--- src/rtl/muldiv_iter_unit.sv ---
// Iterative radix-2 multiply / restoring divide engine for the HI/LO path.
// One op per start; result lands in hi/lo with a one-cycle done pulse.
module muldiv_iter_unit #(
    parameter int WIDTH = 32
) (
    input  logic             clk,
    input  logic             rst,
    input  logic             start,
    input  logic             mul0_div1_sel,
    input  logic             signed_op,
    input  logic [WIDTH-1:0] in_a,
    input  logic [WIDTH-1:0] in_b,
    output logic             busy,
    output logic             done,
    output logic             div_by_zero,
    output logic [WIDTH-1:0] hi,
    output logic [WIDTH-1:0] lo
);

    localparam int CW = $clog2(WIDTH);

    typedef enum logic [1:0] {
        IDLE,
        CALC,
        FIX
    } state_t;

    state_t state;
    state_t state_next;

    logic [CW-1:0]      count;
    logic               op_div;
    logic               neg_main;
    logic               neg_rem;
    logic               b_zero;
    logic [WIDTH-1:0]   raw_a;
    logic [WIDTH-1:0]   opnd;
    logic [WIDTH-1:0]   acc;
    logic [WIDTH-1:0]   low;

    logic [WIDTH-1:0]   mag_a;
    logic [WIDTH-1:0]   mag_b;
    logic [WIDTH:0]     add_sum;
    logic [WIDTH:0]     trial;
    logic [2*WIDTH-1:0] prod;
    logic [2*WIDTH-1:0] prod_fix;
    logic [WIDTH-1:0]   quo_fix;
    logic [WIDTH-1:0]   rem_fix;
    logic               last;

    assign mag_a = (signed_op && in_a[WIDTH-1]) ? -in_a : in_a;
    assign mag_b = (signed_op && in_b[WIDTH-1]) ? -in_b : in_b;
    assign last  = (count == CW'(WIDTH - 1));

    // State register
    always_ff @(posedge clk or posedge rst) begin
        if (rst) begin
            state <= IDLE;
        end else begin
            state <= state_next;
        end
    end

    // Next-state logic
    always_comb begin
        state_next = state;
        unique case (state)
            IDLE:    if (start) state_next = CALC;
            CALC:    if (last) state_next = FIX;
            FIX:     state_next = IDLE;
            default: state_next = IDLE;
        endcase
    end

    // FSM outputs: busy from accept edge through the FIX cycle
    always_comb begin
        busy = (state != IDLE);
    end

    // Iteration arithmetic and final sign correction
    always_comb begin
        add_sum  = {1'b0, acc} + (low[0] ? {1'b0, opnd} : '0);
        trial    = {acc, low[WIDTH-1]} - {1'b0, opnd};
        prod     = {acc, low};
        prod_fix = neg_main ? -prod : prod;
        quo_fix  = neg_main ? -low : low;
        rem_fix  = neg_rem ? -acc : acc;
    end

    // Datapath: operand capture, iterations, result load
    // acc/low serve as {acc,mplr} for multiply and {rem,quotient} for divide
    always_ff @(posedge clk or posedge rst) begin
        if (rst) begin
            count       <= '0;
            op_div      <= 1'b0;
            neg_main    <= 1'b0;
            neg_rem     <= 1'b0;
            b_zero      <= 1'b0;
            raw_a       <= '0;
            opnd        <= '0;
            acc         <= '0;
            low         <= '0;
            done        <= 1'b0;
            div_by_zero <= 1'b0;
            hi          <= '0;
            lo          <= '0;
        end else begin
            done <= 1'b0;
            unique case (state)
                IDLE: begin
                    if (start) begin
                        op_div   <= mul0_div1_sel;
                        neg_main <= signed_op & (in_a[WIDTH-1] ^ in_b[WIDTH-1]);
                        neg_rem  <= signed_op & in_a[WIDTH-1];
                        b_zero   <= (in_b == '0);
                        raw_a    <= in_a;
                        opnd     <= mul0_div1_sel ? mag_b : mag_a;
                        low      <= mul0_div1_sel ? mag_a : mag_b;
                        acc      <= '0;
                        count    <= '0;
                    end
                end
                CALC: begin
                    count <= count + 1'b1;
                    if (!op_div) begin
                        acc <= add_sum[WIDTH:1];
                        low <= {add_sum[0], low[WIDTH-1:1]};
                    end else if (!trial[WIDTH]) begin
                        acc <= trial[WIDTH-1:0];
                        low <= {low[WIDTH-2:0], 1'b1};
                    end else begin
                        acc <= {acc[WIDTH-2:0], low[WIDTH-1]};
                        low <= {low[WIDTH-2:0], 1'b0};
                    end
                end
                FIX: begin
                    done <= 1'b1;
                    if (!op_div) begin
                        hi          <= prod_fix[2*WIDTH-1:WIDTH];
                        lo          <= prod_fix[WIDTH-1:0];
                        div_by_zero <= 1'b0;
                    end else if (b_zero) begin
                        hi          <= raw_a;
                        lo          <= '1;
                        div_by_zero <= 1'b1;
                    end else begin
                        hi          <= rem_fix;
                        lo          <= quo_fix;
                        div_by_zero <= 1'b0;
                    end
                end
                default: ;
            endcase
        end
    end

endmodule

--- config.mk ---
export PLATFORM = sky130hd
export DESIGN_NAME = muldiv_iter_unit
export DESIGN_NICKNAME = d
export VERILOG_FILES = /design/src/rtl/muldiv_iter_unit.sv
export SDC_FILE = /design/constraint.sdc
export NUM_CORES = 1
export LEC_CHECK = 0
export CAP_MARGIN = 15
export CORE_MARGIN = 5
export CORE_UTILIZATION = 35
export DETAILED_ROUTE_END_ITERATION = 6
export GPL_ROUTABILITY_DRIVEN = 0
export REMOVE_ABC_BUFFERS = 1
export SYNTH_ARGS = -nofsm -noshare
export SYNTH_HDL_FRONTEND = slang
export SYNTH_SLANG_ARGS = --single-unit
--- constraint.sdc ---
create_clock -name clk -period 7.4 [get_ports clk]
set_input_delay 2.22 -clock clk [delete_from_list [all_inputs] [get_ports clk]]
set_output_delay 2.22 -clock clk [all_outputs]
set_load 0.005 [all_outputs]
==> results.json <==
{
  "ys_seq_elements": 205,
  "ys_async_sr_fraction": 1.00,
  "critical-path-max-stage-delay_ns": 0.63,
  "min_from": "raw_a[8]",
  "synthFlopType": "dfrtp_1",
  "rsz0062_at_grt": "false",
  "yosys.area.top_type": "dfrtp_1",
  "synth_edf_count": 0,
  "startpoint": "in_b[4]",
  "fin_crit_sh": 0.742,
  "numCtsBuffers": 26,
  "netlist_top_cells_count": "300 x nand2_1, 205 x dfrtp_1, 200 x a21oi_1",
  "drt-total-wl_um": 56700,
  "cts_tree": "built",
  "netlist_instances": 2122,
  "dp_hpwl_um": 41100,
  "drt-initial-drc-count": 1487,
  "nets": 2300,
  "crit_slowest_cell": "nor4_1",
  "row_count": 79,
  "synth_top_area_frac": 0.309,
  "fillers": 4804,
  "p_switching_mw": 4.45,
  "fin_crit_ns": 5.49,
  "internal-power_mw": 4.64,
  "hold_viol": 0,
  "hold_class": "flop to flop",
  "postCtsSetupRepairBufs": 0,
  "p_per_area_nw_per_um2": 473,
  "top_layer_used": "met4",
  "critPathKind": "input pin to flop",
  "ys_warn_count": 0,
  "io_pins": 136,
  "end_kind": "flop",
  "cts_sinks": 205,
  "vias_per_cell": 5.75,
  "clockBufferDepth": 3,
  "htree_levels": 1,
  "status": "finished clean",
  "start_util": 0.355,
  "wl_met1_um": 24900,
  "cts_hold_buf": 0,
  "clk_latency_ns": 0.57,
  "crit_arrival_ns": 5.89,
  "crit_fanout": 5,
  "drc": 0,
  "drtPass1Iterations": 5,
  "port_buffers": 135,
  "ant_nets": 0,
  "ir_drop_v": 0.000371,
  "ys_top_cells_by_area": "dfrtp_1 31%, nand2_1 6.8%, a21oi_1 6.0%",
  "wl_per_cell_um": 20.3,
  "dp.cells": 2738,
  "synth_area_um2": 16600,
  "fp.dieArea_um2": 51800,
  "grt_start_max_net_pins": 119,
  "max_slew_margin": 0.311,
  "grt_overflow_total": 0,
  "finalClockSkew_ns": 0.0254,
  "gr-usage-all-layers": 0.213,
  "seq_area_frac_synth": 0.309,
  "reg2reg_depth": 13,
  "fin_tns_setup_ns": 0,
  "die_w_um": 228,
  "wl_met3_um": 4530,
  "startpoint_type": "input pin",
  "dpl_cell_area_um2": 18300,
  "grt_pass1_wl_um": 88100,
  "crit_chain": "clkdlybuf4s50_1 -> or4_1 -> nor4_1 -> and2_1 -> nor3b_2 -> nand2_1 -> o31ai_1 -> xor2_1 -> a21oi_1 -> a221oi_1 -> a21oi_1",
  "whs_ns": 0.477,
  "max_slew.worst_pin.slew_ns": 1.03,
  "pwr-share-clk": 0.154,
  "seqPwrFrac": 0.240,
  "syn_area_per_cell_um2": 7.81,
  "rr_endpoint": "acc[3]",
  "comb_power_share": 0.606,
  "ff2ff_setup_slack_ns": 2.81,
  "utilization": 0.412,
  "drive_above_1_share": 0.0509,
  "ctsResizeCount": 0,
  "core_um2": 46700,
  "final-instance-count-excl-fill": 2787,
  "endpoint": "low[27]",
  "clk_pin_slew_ns": 0.06,
  "drv_cap": 0,
  "die_y_um": 228,
  "final-max-slew-violation-count": 0,
  "synth_cell_types": 79,
  "syn2layout_area_growth_pct": 16.0,
  "design_area_um2": 19200,
  "finalSetupViolations": 0,
  "antenna_found_initial": 1,
  "reg2reg_from": "low[31]",
  "fmax_mhz": 182,
  "worstPathRequired_ns": 7.80,
  "yosysMostFrequentCell": "nand2_1",
  "grt_pass1_vias": 15467,
  "dr_wl_met2_um": 25300,
  "cts_root_buffer": "clkbuf_16",
  "critPathMostFrequentCell": "a21oi_1",
  "p_leak_nw": 8.06,
  "netSwitchingFraction": 0.489,
  "vias": 16016
}
[state kept, by name, summed over array words and instances, names as in the netlist]
signal       count
div_by_zero      1
low             32
state            2
op_div           1
opnd            32
count            5
neg_main         1
lo              32
neg_rem          1
done             1
acc             32
b_zero           1
hi              32
raw_a           32
[cell families (layout without fill, tap and decap cells)]
family / count (synthesis) / count (layout) / share of synthesized area
adders and majority gates: 72 / 72 / 0.0553
buffers and inverters: 218 / 275 / 0.0525
other: 0 / 1 / 0
muxes: 73 / 73 / 0.0443
and+or+nand+nor: 700 / 700 / 0.192
xor gates and xnor gates: 202 / 202 / 0.107
AOI/OAI and AO/OA: 652 / 652 / 0.239
DFF: 205 / 205 / 0.309
[worst min-delay path by stage]
stage                            to  slack [ns]  cells after the start
after floorplan           raw_a[16]        0.44                      2
after global placement     raw_a[0]        0.46                      2
after detailed placement      hi[8]        0.46                      2
after CTS                  opnd[20]        0.48                      1
after global routing       opnd[30]        0.49                      1
final                      raw_a[8]        0.48                      2
[per-stage QoR]
step                worst slack, ns  total power [mW]
detailed placement             1.43              7.59
global placement               1.48              7.48
floorplan                    -0.416              6.04
CTS                            1.98              9.03
finish                         1.91              9.09
global route                   1.70              9.80
[cells in the final DEF (no fill, tap or decap), types with 30 or more instances in the layout]
cell type / Yosys / final
xor2_1: 92 / 92
o211ai_1: 34 / 34
clkdlybuf4s50_1: 0 / 134
xnor2_1: 110 / 109
a21oi_1: 200 / 199
o21ai_0: 186 / 186
nand3_1: 31 / 31
nor2_1: 193 / 191
o31ai_1: 31 / 31
nand2_1: 300 / 299
ha_1: 70 / 70
dfrtp_1: 205 / 203
mux2i_1: 70 / 70
inv_1: 69 / 68
a21o_1: 32 / 32
nor3_1: 30 / 30
a211oi_1: 52 / 52
[area by class of cell]
class                   count  area, um^2  area share
flip-flops and latches    205        5130       0.267
clock buffers              35         756      0.0393
multi-input cells        1699       10600       0.552
clock inverters            13         181     0.00943
inverters                  70         270      0.0141
diodes                      1        2.50    0.000130
repair buffers            157        1510      0.0786
well taps                 607         759      0.0395
[power groups by stage]
stage	Combinational (mW)	Sequential, mW	Clock (mW)
after floorplan	4.00	2.03	0
after global placement	5.31	2.17	0
after detailed placement	5.40	2.19	0
after CTS	5.44	2.17	1.42
after global routing	6.08	2.25	1.47
final	5.51	2.19	1.40
[critical path, delay by kind of cell]
family                 cells  cell delay (ns)
AO/OA/AOI/OAI              4             0.80
buffers and inverters      1             0.46
AND/OR/NAND/NOR            5             2.19
XOR/XNOR                   1             0.23
[routing by layer]
metal  vias up  track usage
met3       114       0.0401
li1       7555            -
met2       642        0.335
met1      7705        0.299
met5         -            0
met4         0       0.0604
(Power assumes the default switching activity.)
